### config.mk
export PLATFORM = sky130hd
export DESIGN_NAME = divider_seq_param
export DESIGN_NICKNAME = d
export VERILOG_FILES = /design/src/rtl/divider_seq_param.sv
export SDC_FILE = /design/constraint.sdc
export NUM_CORES = 1
export LEC_CHECK = 0
export BUFFER_PORTS_ARGS = -buffer_cell sky130_fd_sc_hd__buf_4
export CAP_MARGIN = 15
export CELL_PAD_IN_SITES_DETAIL_PLACEMENT = 1
export CELL_PAD_IN_SITES_GLOBAL_PLACEMENT = 1
export CORE_MARGIN = 4
export CORE_UTILIZATION = 48
export CTS_CLUSTER_DIAMETER = 200
export CTS_CLUSTER_SIZE = 30
export DETAILED_ROUTE_END_ITERATION = 7
export PLACE_DENSITY = 0.89
export SLEW_MARGIN = 20
export SYNTH_ARGS = -nofsm -noshare
export SYNTH_HDL_FRONTEND = slang
export SYNTH_SLANG_ARGS = --single-unit
export TNS_END_PERCENT = 50
### constraint.sdc
create_clock -name inp_clk -period 5.4 [get_ports inp_clk]
set_input_delay 1.08 -clock inp_clk [delete_from_list [all_inputs] [get_ports inp_clk]]
set_output_delay 1.08 -clock inp_clk [all_outputs]
set_load 0.005 [all_outputs]
### src/rtl/divider_seq_param.sv
`default_nettype none
// ============================================================================
// Module      : divider_seq_param
// Description : Multi-cycle radix-2 restoring divider with a start/busy/done
//               handshake. Handles signed and unsigned operands,
//               divide-by-zero and signed overflow. The result bus carries
//               {remainder, quotient}.
// Revision    : 1.0 - initial release
// ============================================================================
module divider_seq_param #(
  parameter int WIDTH = 16
) (
  input  logic               inp_clk,
  input  logic               inp_rst_n,
  input  logic               inp_start,
  input  logic               inp_signed,
  input  logic [WIDTH-1:0]   inp_a,
  input  logic [WIDTH-1:0]   inp_b,
  output logic               out_busy,
  output logic               out_done,
  output logic               out_div_by_zero,
  output logic [2*WIDTH-1:0] out_result
);

  localparam int CW = $clog2(WIDTH + 1);

  typedef enum logic [1:0] {
    ST_IDLE = 2'd0,
    ST_CALC = 2'd1,
    ST_FIX  = 2'd2,
    ST_DONE = 2'd3
  } state_t;

  state_t             state_q;
  logic [WIDTH-1:0]   rem_q;       // partial remainder, or raw dividend on divide-by-zero
  logic [WIDTH-1:0]   quo_q;       // dividend bits shifting out / quotient bits shifting in
  logic [WIDTH-1:0]   dvs_q;       // divisor magnitude; zero marks a divide-by-zero operation
  logic               sign_quo_q;
  logic               sign_rem_q;
  logic [CW-1:0]      cnt_q;
  logic               busy_q;
  logic               done_q;
  logic               dbz_q;
  logic [2*WIDTH-1:0] result_q;

  logic [WIDTH-1:0]   a_abs_d;
  logic [WIDTH-1:0]   b_abs_d;
  logic [WIDTH:0]     shifted_d;
  logic [WIDTH:0]     trial_d;
  logic [WIDTH-1:0]   rem_d;
  logic [WIDTH-1:0]   quo_d;
  logic [WIDTH-1:0]   quo_fix_d;
  logic [WIDTH-1:0]   rem_fix_d;
  logic               accept_d;

  // Operand magnitudes, one restoring step, and the final sign correction
  always_comb begin
    a_abs_d   = (inp_signed && inp_a[WIDTH-1]) ? -inp_a : inp_a;
    b_abs_d   = (inp_signed && inp_b[WIDTH-1]) ? -inp_b : inp_b;
    // Remainder is always below the divisor, so the shifted value fits in WIDTH+1 bits
    shifted_d = {rem_q, quo_q[WIDTH-1]};
    trial_d   = shifted_d - {1'b0, dvs_q};
    if (!trial_d[WIDTH]) begin
      rem_d = trial_d[WIDTH-1:0];
      quo_d = {quo_q[WIDTH-2:0], 1'b1};
    end else begin
      rem_d = shifted_d[WIDTH-1:0];
      quo_d = {quo_q[WIDTH-2:0], 1'b0};
    end
    quo_fix_d = sign_quo_q ? -quo_q : quo_q;
    rem_fix_d = sign_rem_q ? -rem_q : rem_q;
    accept_d  = inp_start && ((state_q == ST_IDLE) || (state_q == ST_DONE));
  end

  // Control FSM with datapath registers and registered handshake outputs
  always_ff @(posedge inp_clk or negedge inp_rst_n) begin
    if (!inp_rst_n) begin
      state_q    <= ST_IDLE;
      rem_q      <= '0;
      quo_q      <= '0;
      dvs_q      <= '0;
      sign_quo_q <= 1'b0;
      sign_rem_q <= 1'b0;
      cnt_q      <= '0;
      busy_q     <= 1'b0;
      done_q     <= 1'b0;
      dbz_q      <= 1'b0;
      result_q   <= '0;
    end else begin
      done_q <= 1'b0;
      case (state_q)
        ST_IDLE, ST_DONE: begin
          if (accept_d) begin
            // Divide-by-zero keeps the untouched dividend for the remainder field
            rem_q      <= (inp_b == '0) ? inp_a : '0;
            quo_q      <= a_abs_d;
            dvs_q      <= b_abs_d;
            sign_quo_q <= inp_signed & (inp_a[WIDTH-1] ^ inp_b[WIDTH-1]);
            sign_rem_q <= inp_signed & inp_a[WIDTH-1];
            dbz_q      <= 1'b0;
            busy_q     <= 1'b1;
            cnt_q      <= CW'(WIDTH);
            state_q    <= (inp_b == '0) ? ST_FIX : ST_CALC;
          end else begin
            state_q <= ST_IDLE;
          end
        end
        ST_CALC: begin
          rem_q <= rem_d;
          quo_q <= quo_d;
          cnt_q <= cnt_q - CW'(1);
          if (cnt_q == CW'(1)) begin
            state_q <= ST_FIX;
          end
        end
        ST_FIX: begin
          if (dvs_q == '0) begin
            result_q <= {rem_q, {WIDTH{1'b1}}};
            dbz_q    <= 1'b1;
          end else begin
            result_q <= {rem_fix_d, quo_fix_d};
          end
          done_q  <= 1'b1;
          busy_q  <= 1'b0;
          state_q <= ST_DONE;
        end
        default: begin
          state_q <= ST_IDLE;
        end
      endcase
    end
  end

  assign out_busy        = busy_q;
  assign out_done        = done_q;
  assign out_div_by_zero = dbz_q;
  assign out_result      = result_q;

endmodule
`default_nettype wire

# Word-level counts from Yosys, hierarchy flattened

Cells that the tools add are included.

Memories: 0
Register bits after elaboration: 92
ROM bits: 0
Word-level logic and storage cells: 65
Latch bits: 0
Input port bits: 36
RAM bits: 0

Add/subtract/negate cells: 6
Div/mod/pow operators: 0
Reduce and logical (&&, ||, !) cells: 14
Shift operators: 0
Bitwise logic cells: 3
Magnitude comparators: 0
Multiply operators: 0
Muxes and demuxes: 24
Eq/ne operators: 7

Operator list:

| kind                                             | count |
|---|---|
| two-way mux 16 bit                               | 8 |
| negator 16 bit                                   | 4 |
| one-hot mux 16 bit (2 select lines)              | 2 |
| zero test 16 bit                                 | 2 |
| two-way mux 32 bit                               | 1 |
| subtractor 17 x 16 -> 17 bit                     | 1 |
| one-hot mux 5 bit (2 select lines)               | 1 |
| two-way mux 2 bit                                | 3 |
| != test 2 bit, second input constant             | 3 |
| one-hot mux 2 bit (3 select lines)               | 1 |
| AND reduction 2 bit                              | 3 |
| == test 5 x 1 -> 1 bit, second input constant    | 1 |
| two-way mux 1 bit                                | 5 |
| two-way mux 5 bit                                | 1 |
| subtractor 5 x 1 -> 5 bit, second input constant | 1 |
| == test 2 bit, second input constant             | 2 |
| one-hot mux 1 bit (2 select lines)               | 2 |
| nonzero test 2 bit                               | 2 |
| logical AND 1 bit                                | 3 |
| AND reduction 3 bit                              | 1 |
| bitwise AND 1 bit                                | 2 |
| == test 2 x 1 -> 1 bit, second input constant    | 1 |
| zero test 2 bit                                  | 1 |
| OR reduction 2 bit                               | 1 |
| other kinds (2)                                  | 2 |

# Longest topological paths before layout

Gate-level depths: netlist of run 1.

Depth in word-level cells: 5
Mapped depth: 11
Depth with buffers taken out: 10

# Least setup slack after synthesis of run 1

Ideal clock, no wire load.

Path kind: input port to flip-flop
From: input port inp_b[2]
To: register rem_q[3]
Path slack: 2.713 ns
Path buffers: 1
Stages on the path: 7
Data arrival time: 2.604 ns
Data required time: 5.317 ns
Setup time: 0.083 ns
Path through: or4_4 nor3_4 nand3_2 nor4_4 buf_6 a22oi_1 o21ai_0

Longest elaborated chain between the ends: 4

RTL lines:

| element                             | line | text |
|---|---|---|
| start, declared                     | 18   | `input logic [WIDTH-1:0] inp_b,` |
| zero test 16 bit                    | 95   | `rem_q <= (inp_b == '0) ? inp_a : '0;` |
| two-way mux 16 bit                  | 95   |  |
| two-way mux 16 bit                  | 93   | `if (accept_d) begin` |
| one-hot mux 16 bit (2 select lines) | 91   | `case (state_q)` |
| end signal, assigned                | 95   |  |
| end signal, assigned                | 109  | `rem_q <= rem_d;` |
| end, declared                       | 35   | `logic [WIDTH-1:0] rem_q;` |

Every way passes these cells. The select of a mux whose other input is x is not followed.
A chain may end at the register's enable or synchronous reset.

# Worst setup path in the final report of run 1

From: register rem_q[0]
To: register rem_q[14]

Longest elaborated chain between the ends: 3

RTL lines:

| element                             | line | text |
|---|---|---|
| subtractor 17 x 16 -> 17 bit        | 62   | `trial_d = shifted_d - {1'b0, dvs_q};` |
| two-way mux 16 bit                  | 63   | `if (!trial_d[WIDTH]) begin` |
| one-hot mux 16 bit (2 select lines) | 91   |  |

Every way passes these cells.

==> results.cfg, run 1 <==
[global_routing]
antenna_found_initial = 0
grt_max_degree = 56
grt.total_usage = 0.264
overflow = 0
grt_pass1_vias = 5797
grt_first_pass_wirelength_um = 30200

[sta]
max_freq_mhz = 299
final.setup.tns_ns = 0
rsz0062_at_grt = no
hold_viol = 0
slew_headroom = 0.335
maxSlewViolCount = 0
finalCriticalPeriod_ns = 3.35
setup_ws_ns = 2.05
worst_pin_slew_ns = 0.997
fin_skew_ns = 0.0130
whs_ns = 0.504
period_share = 0.620
finalSetupViolCount = 0

[min_path]
hold_class = reg2reg
hold_path.startpoint = sign_rem_q
hold_depth = 2
min_to = sign_rem_q

[die]
dieArea_mm2 = 0.0144
core_area_mm2 = 0.0122
start_util = 0.495
dieHeight_um = 120
die_w_um = 120
ios = 71
rows = 40

[yosys]
synth_area_leaders = dfrtp_1 38%, o21ai_0 7.2%, ha_1 5.0%
synth-async-reset-ratio = 1.00
synth_most_common_cell = dfrtp_1
syn_nets = 758
yosysTopAreaCellShare = 0.383
ys_types = 59
synth_seq_area_share = 0.383
synth_area_mm2 = 0.00602
avgSynthCellArea_um2 = 8.63
synth.ff_latch_count = 92
ys.flop_type = dfrtp_1
synth-edff-count = 0
synth_commonest_cells = 92 x dfrtp_1, 86 x o21ai_0, 68 x nand2_1, 60 x nor2_1, 52 x a21oi_1
synth_cells = 697
yosys_warnings = 0
synth_top_area_cell = dfrtp_1

[drt]
detailroute.via_count = 5539
wl_per_cell_um = 20.1
drc = 0
routed_wl_um = 18500
ant_nets = 0
drt_iter0_drc = 402
vias_per_cell = 6.02
dr.pass1.iters = 5

[final_layout]
num-fill-cells = 1473
antennaDiodeCount = 0
final_nets = 808
synthToLayoutAreaGrowth_pct = 15.3
drive_above_1_share = 0.141
regArea_mm2 = 0.00230
multi_input_area_mm2 = 0.00343

[cts]
numCtsBuffers = 9
post_cts_buffers = 0
clock_path_buffers = 2
hold_buffers = 0
clock_sinks = 92
cts-resized-gates = 0
root_buffer = clkbuf_16
htree_levels = 3
insertion_delay_ns = 0.35
cts_tree = built
clkSlewWorstSetupHoldPaths_ns = 0.07

[power_and_ir_drop]
leakagePower_nw = 2.99
power.density_mw_per_mm2 = 604
ir_drop_mv = 0.220

[worst_setup_path]
cp_slowest_cell = xor2_2
cp.arrival_ns = 3.59
rr_worst_depth = 9
r2r-start = rem_q[0]
max_stage_delay_ns = 0.79
cp-end-kind = register
critPathLaunchType = register
path_buf_inv = 1
critical_path.top_delay_family = compound AO/OA/AOI/OAI gates
critical_path_required_ns = 5.65
critical_path_class = reg2reg
crit_chain = inv_1 -> fa_1 -> nand2b_1 -> a21oi_1 -> o21ai_1 -> nand3_2 -> xor2_2 -> o21ai_0 -> a31o_2
reg2reg_slack_ns = 2.05
crit_path_max_fanout = 16
r2r_end = rem_q[14]

[placement]
place.gp.congestion = 0.929
place.detailed.hpwl_um = 13800
dpl_worst_slack_ns = 1.86
portBuffers = 70

[run]
drv_cap = 0

[run_status]
status = finished, final reports clean
==> tightest hold or removal path, cell delays in order (launching register included) <==
cell and delay [ns]:
dfrtp_1 0.36, nand2_1 0.05, o21ai_0 0.06
==> area by class of cell <==
cell class,instances,share of cell area
clock buffer,10,0.0330
sequential,92,0.332
tap,168,0.0303
timing repair buffer,74,0.0801
multi-input combinational,534,0.495
clock inverter,6,0.0103
inverter,36,0.0195
==> cell usage in the layout (no fill, tap or decap), drive strengths merged, types with 6 or more instances in the layout <==
cell type	n
o41ai	10
nand2b	13
nand3	6
xor2	34
o21ai	91
inv	38
or3	6
clkbuf	10
nor2	60
ha	24
nor4	13
o31ai	10
nor3	12
dfrtp	92
buf	74
xnor2	34
o22a	14
nand2	68
mux2i	12
a22oi	17
a21oi	52
==> sequential cells by signal (all words and copies together) (netlist names) <==
| signal | count |
|---|---|
| cnt_q | 5 |
| dvs_q | 16 |
| out_busy | 1 |
| out_div_by_zero | 1 |
| out_done | 1 |
| out_result | 32 |
| quo_q | 16 |
| rem_q | 16 |
| sign_quo_q | 1 |
| sign_rem_q | 1 |
| state_q | 2 |
==> report_power, final <==
group | total [mW] | internal [mW] | switching [mW]
clock | 0.649 | 0.364 | 0.285
sequential | 1.31 | 0.995 | 0.312
combinational | 2.23 | 0.923 | 1.31
total | 4.19 | 2.28 | 1.90
==> metal layers <==
| layer | part of all wire | track usage |
|---|---|---|
| met1 | 0.44 | 0.353 |
| met2 | 0.48 | 0.433 |
| met3 | 0.052 | 0.0335 |
| met4 | 0.023 | 0.106 |
| met5 | 0 | 0 |
==> how the worst max path moves through the flow <==
stage	start	end	slack [ns]	depth (start not counted)
2_1_floorplan	inp_b[2]	rem_q[3]	2.71	7
3_3_place_gp	inp_start	rem_q[14]	1.96	7
3_5_place_dp	inp_start	rem_q[15]	1.86	7
4_1_cts	quo_q[15]	rem_q[14]	2.09	10
5_1_grt	rem_q[0]	rem_q[14]	1.79	9
6_report	rem_q[0]	rem_q[14]	2.05	9
==> kinds of logic after synthesis <==
family / synth area share
AOI/OAI and AO/OA: 0.228
and+or+nand+nor: 0.163
DFF: 0.383
buffers and inverters: 0.0476
xor gates and xnor gates: 0.100
adders and majority gates: 0.0532
muxes: 0.0256
==> metrics by stage <==
step	utilization	std cells	total power, mW	area (um2)
floorplan	-	697	2.74	6020
global placement	0.545	904	3.36	6630
detailed placement	0.545	904	3.51	6630
CTS	0.570	920	4.19	6930
global route	0.570	920	4.51	6940
finish	0.570	920	4.19	6940
No activity file was read; power rests on OpenSTA's default activity.
==> inputs of run 2 (changes only) <==
--- a/config.mk
+++ b/config.mk
@@ -5,16 +5,17 @@
 export SDC_FILE = /design/constraint.sdc
 export NUM_CORES = 1
 export LEC_CHECK = 0
+export ABC_AREA = 1
 export BUFFER_PORTS_ARGS = -buffer_cell sky130_fd_sc_hd__buf_4
 export CAP_MARGIN = 15
 export CELL_PAD_IN_SITES_DETAIL_PLACEMENT = 1
 export CELL_PAD_IN_SITES_GLOBAL_PLACEMENT = 1
 export CORE_MARGIN = 4
-export CORE_UTILIZATION = 48
+export CORE_UTILIZATION = 39
 export CTS_CLUSTER_DIAMETER = 200
 export CTS_CLUSTER_SIZE = 30
 export DETAILED_ROUTE_END_ITERATION = 7
-export PLACE_DENSITY = 0.89
+export PLACE_DENSITY = 0.8
 export SLEW_MARGIN = 20
 export SYNTH_ARGS = -nofsm -noshare
 export SYNTH_HDL_FRONTEND = slang
==> constraint.sdc (replaced) <==
create_clock -name inp_clk -period 2.9 [get_ports inp_clk]
set_input_delay 0.58 -clock inp_clk [delete_from_list [all_inputs] [get_ports inp_clk]]
set_output_delay 0.58 -clock inp_clk [all_outputs]
set_load 0.005 [all_outputs]
==> run 2 against run 1 <==
Effect of this change: synthesized area rose by 11%; fmax rose by 37%; combinational power rose to 3.0 times the previous value; via count grew 19%; largest power group unchanged.
==> results.cfg, run 2 <==
[sta]
worst_pin_slew_ns = 0.921
finalCriticalPeriod_ns = 2.44
max_freq_mhz = 410
final.setup.tns_ns = 0
period_share = 0.841
maxSlewViolCount = 0
rsz0062_at_grt = no
hold_viol = 0
fin_skew_ns = 0.0101
finalSetupViolCount = 0
slew_headroom = 0.384

[drt]
drc = 0
detailroute.via_count = 6588
ant_nets = 0
dr.pass1.iters = 4
routed_wl_um = 20900
drt_iter0_drc = 337
vias_per_cell = 5.26
wl_per_cell_um = 16.7

[yosys]
ys_types = 51
synth-async-reset-ratio = 1.00
synth_seq_area_share = 0.344
synth_area_mm2 = 0.00669
avgSynthCellArea_um2 = 6.98
yosys_warnings = 0
ys.flop_type = dfrtp_1
syn_nets = 1020
synth_commonest_cells = 244 x nand2_1, 141 x inv_1, 92 x dfrtp_1, 87 x nor2_1, 67 x o21ai_0
synth_most_common_cell = nand2_1
synth_cells = 959
synth.ff_latch_count = 92
synth-edff-count = 0
synth_area_leaders = dfrtp_1 34%, nand2_1 14%, inv_1 7.9%
synth_top_area_cell = dfrtp_1
yosysTopAreaCellShare = 0.344

[worst_setup_path]
r2r_end = rem_q[13]
critical_path.top_delay_family = simple AND/OR/NAND/NOR gates
crit_path_max_fanout = 22
crit_chain = inv_1 -> ha_1 -> fa_1 -> inv_1 -> nand3_1 -> nand2_2 -> nand2_2 -> nand2_4 -> nand2_4 -> nand2_4 -> nand2_4 -> nand2_4 -> nand2_1 -> nand2_1 -> nand2_1 -> a21oi_1
reg2reg_slack_ns = 0.46
path_buf_inv = 2
r2r-start = quo_q[15]
cp-end-kind = register
critPathLaunchType = register
max_stage_delay_ns = 0.41
crit_path_frequent_cell = nand2_4
critical_path_required_ns = 3.18
cp.depth = 16
critical_path_class = reg2reg
cp_slowest_cell = fa_1
rr_worst_depth = 16
cp.arrival_ns = 2.72

[power_and_ir_drop]
power.density_mw_per_mm2 = 1310
leakagePower_nw = 3.89
ir_drop_mv = 0.420

[cts]
hold_buffers = 0
root_buffer = clkbuf_16
cts_tree = built
clock_sinks = 92
htree_levels = 3
numCtsBuffers = 9
clock_path_buffers = 2
clkSlewWorstSetupHoldPaths_ns = 0.07
post_cts_buffers = 0
insertion_delay_ns = 0.35
cts-resized-gates = 0

[run]
drv_cap = 0

[die]
dieArea_mm2 = 0.0193
dieHeight_um = 139
core_area_mm2 = 0.0167
ios = 71
die_w_um = 139
start_util = 0.401
rows = 47

[global_routing]
grt_pass1_vias = 6755
grt_first_pass_wirelength_um = 34800
met2_usage = 0.346
grt.total_usage = 0.220
antenna_found_initial = 0
use_met3 = 0.0279
grt_max_degree = 65
overflow = 0
busiest_layer = met2
grt_use_met1 = 0.316

[final_layout]
largest_reg_flops = 32
synthToLayoutAreaGrowth_pct = 15.6
drive_above_1_share = 0.145
final_util = 0.463
layout_commonest_cell = nand2_1
final_cell_mix = 244 x nand2_1, 141 x inv_1, 92 x dfrtp_1, 87 x nor2_1, 84 x buf_4
final_nets = 1089
antennaDiodeCount = 0

[run_status]
status = finished, final reports clean

[placement]
place.gp.congestion = 0.833
portBuffers = 70
place.detailed.hpwl_um = 16200

[min_path]
hold_class = in2async
-- run 2: cell count changes after synthesis, sizes merged, moves of 13 or more --
cell    previous run  this run
o21ai             91        76
inv               36       143
nand3              6        65
nor2              60        92
o22a              14         0
clkbuf            27        13
nand2b            13         0
xor2              34        19
xnor2             34        11
nand2             68       266
-- run 2: worst max path at each step --
stage,from,to
floorplan,quo_q[15],rem_q[6]
global placement,quo_q[15],rem_q[13]
detailed placement,quo_q[15],rem_q[13]
CTS,quo_q[15],rem_q[13]
global route,quo_q[15],rem_q[13]
finish,quo_q[15],rem_q[13]
-- run 2: area by class of cell --
cell class                      instances  area (um2)
Timing Repair Buffer                   84         631
Clock inverter                          5        36.3
Tap cell                              220         275
Sequential cell                        92        2300
Inverter                              144         541
Clock buffer                           11         243
Fill cell                            2201        8960
Multi-Input combinational cell        697        3710
-- run 2: layer usage --
layer  share of wire  up-vias  wire, um
met5               0        -         0
met4           0.021        0       437
met3           0.044       30       928
met2            0.45      129      9430
met1            0.48     3189     10100
li1                -     3240         -
-- run 2: power breakdown --
part           switching [mW]  total [mW]  internal (mW)
Sequential              0.511        2.44           1.92
Clock                   0.539        1.15          0.607
Combinational            4.25        6.58           2.33
-- run 2: worst reg2reg max path: cells and delay by family, from the launching register on --
| family | cells | cell delay [ns] |
|---|---|---|
| simple gates | 11 | 1.03 |
| buf+inv | 2 | 0.19 |
| compound gates | 1 | 0.13 |
| fa+ha+maj | 2 | 0.64 |
| flops | 1 | 0.37 |
-- run 2: cells by family after synthesis --
logic type / share of synthesized area
AOI/OAI and AO/OA: 0.159
xor gates and xnor gates: 0.0393
adders and majority gates: 0.0479
buffers and inverters: 0.102
DFF: 0.344
and+or+nand+nor: 0.308
-- run 2: metrics by stage --
step                power (mW)  cell area, um2  worst slack, ns  hold WS [ns]  std cells
floorplan                 7.14            6690            0.815         0.284        959
global placement          8.77            7460            0.624         0.463       1237
detailed placement        9.02            7460            0.481         0.473       1237
CTS                       10.2            7740            0.448         0.368       1253
global route              11.2            7740            0.196         0.411       1253
finish                    10.2            7740            0.460         0.341       1253
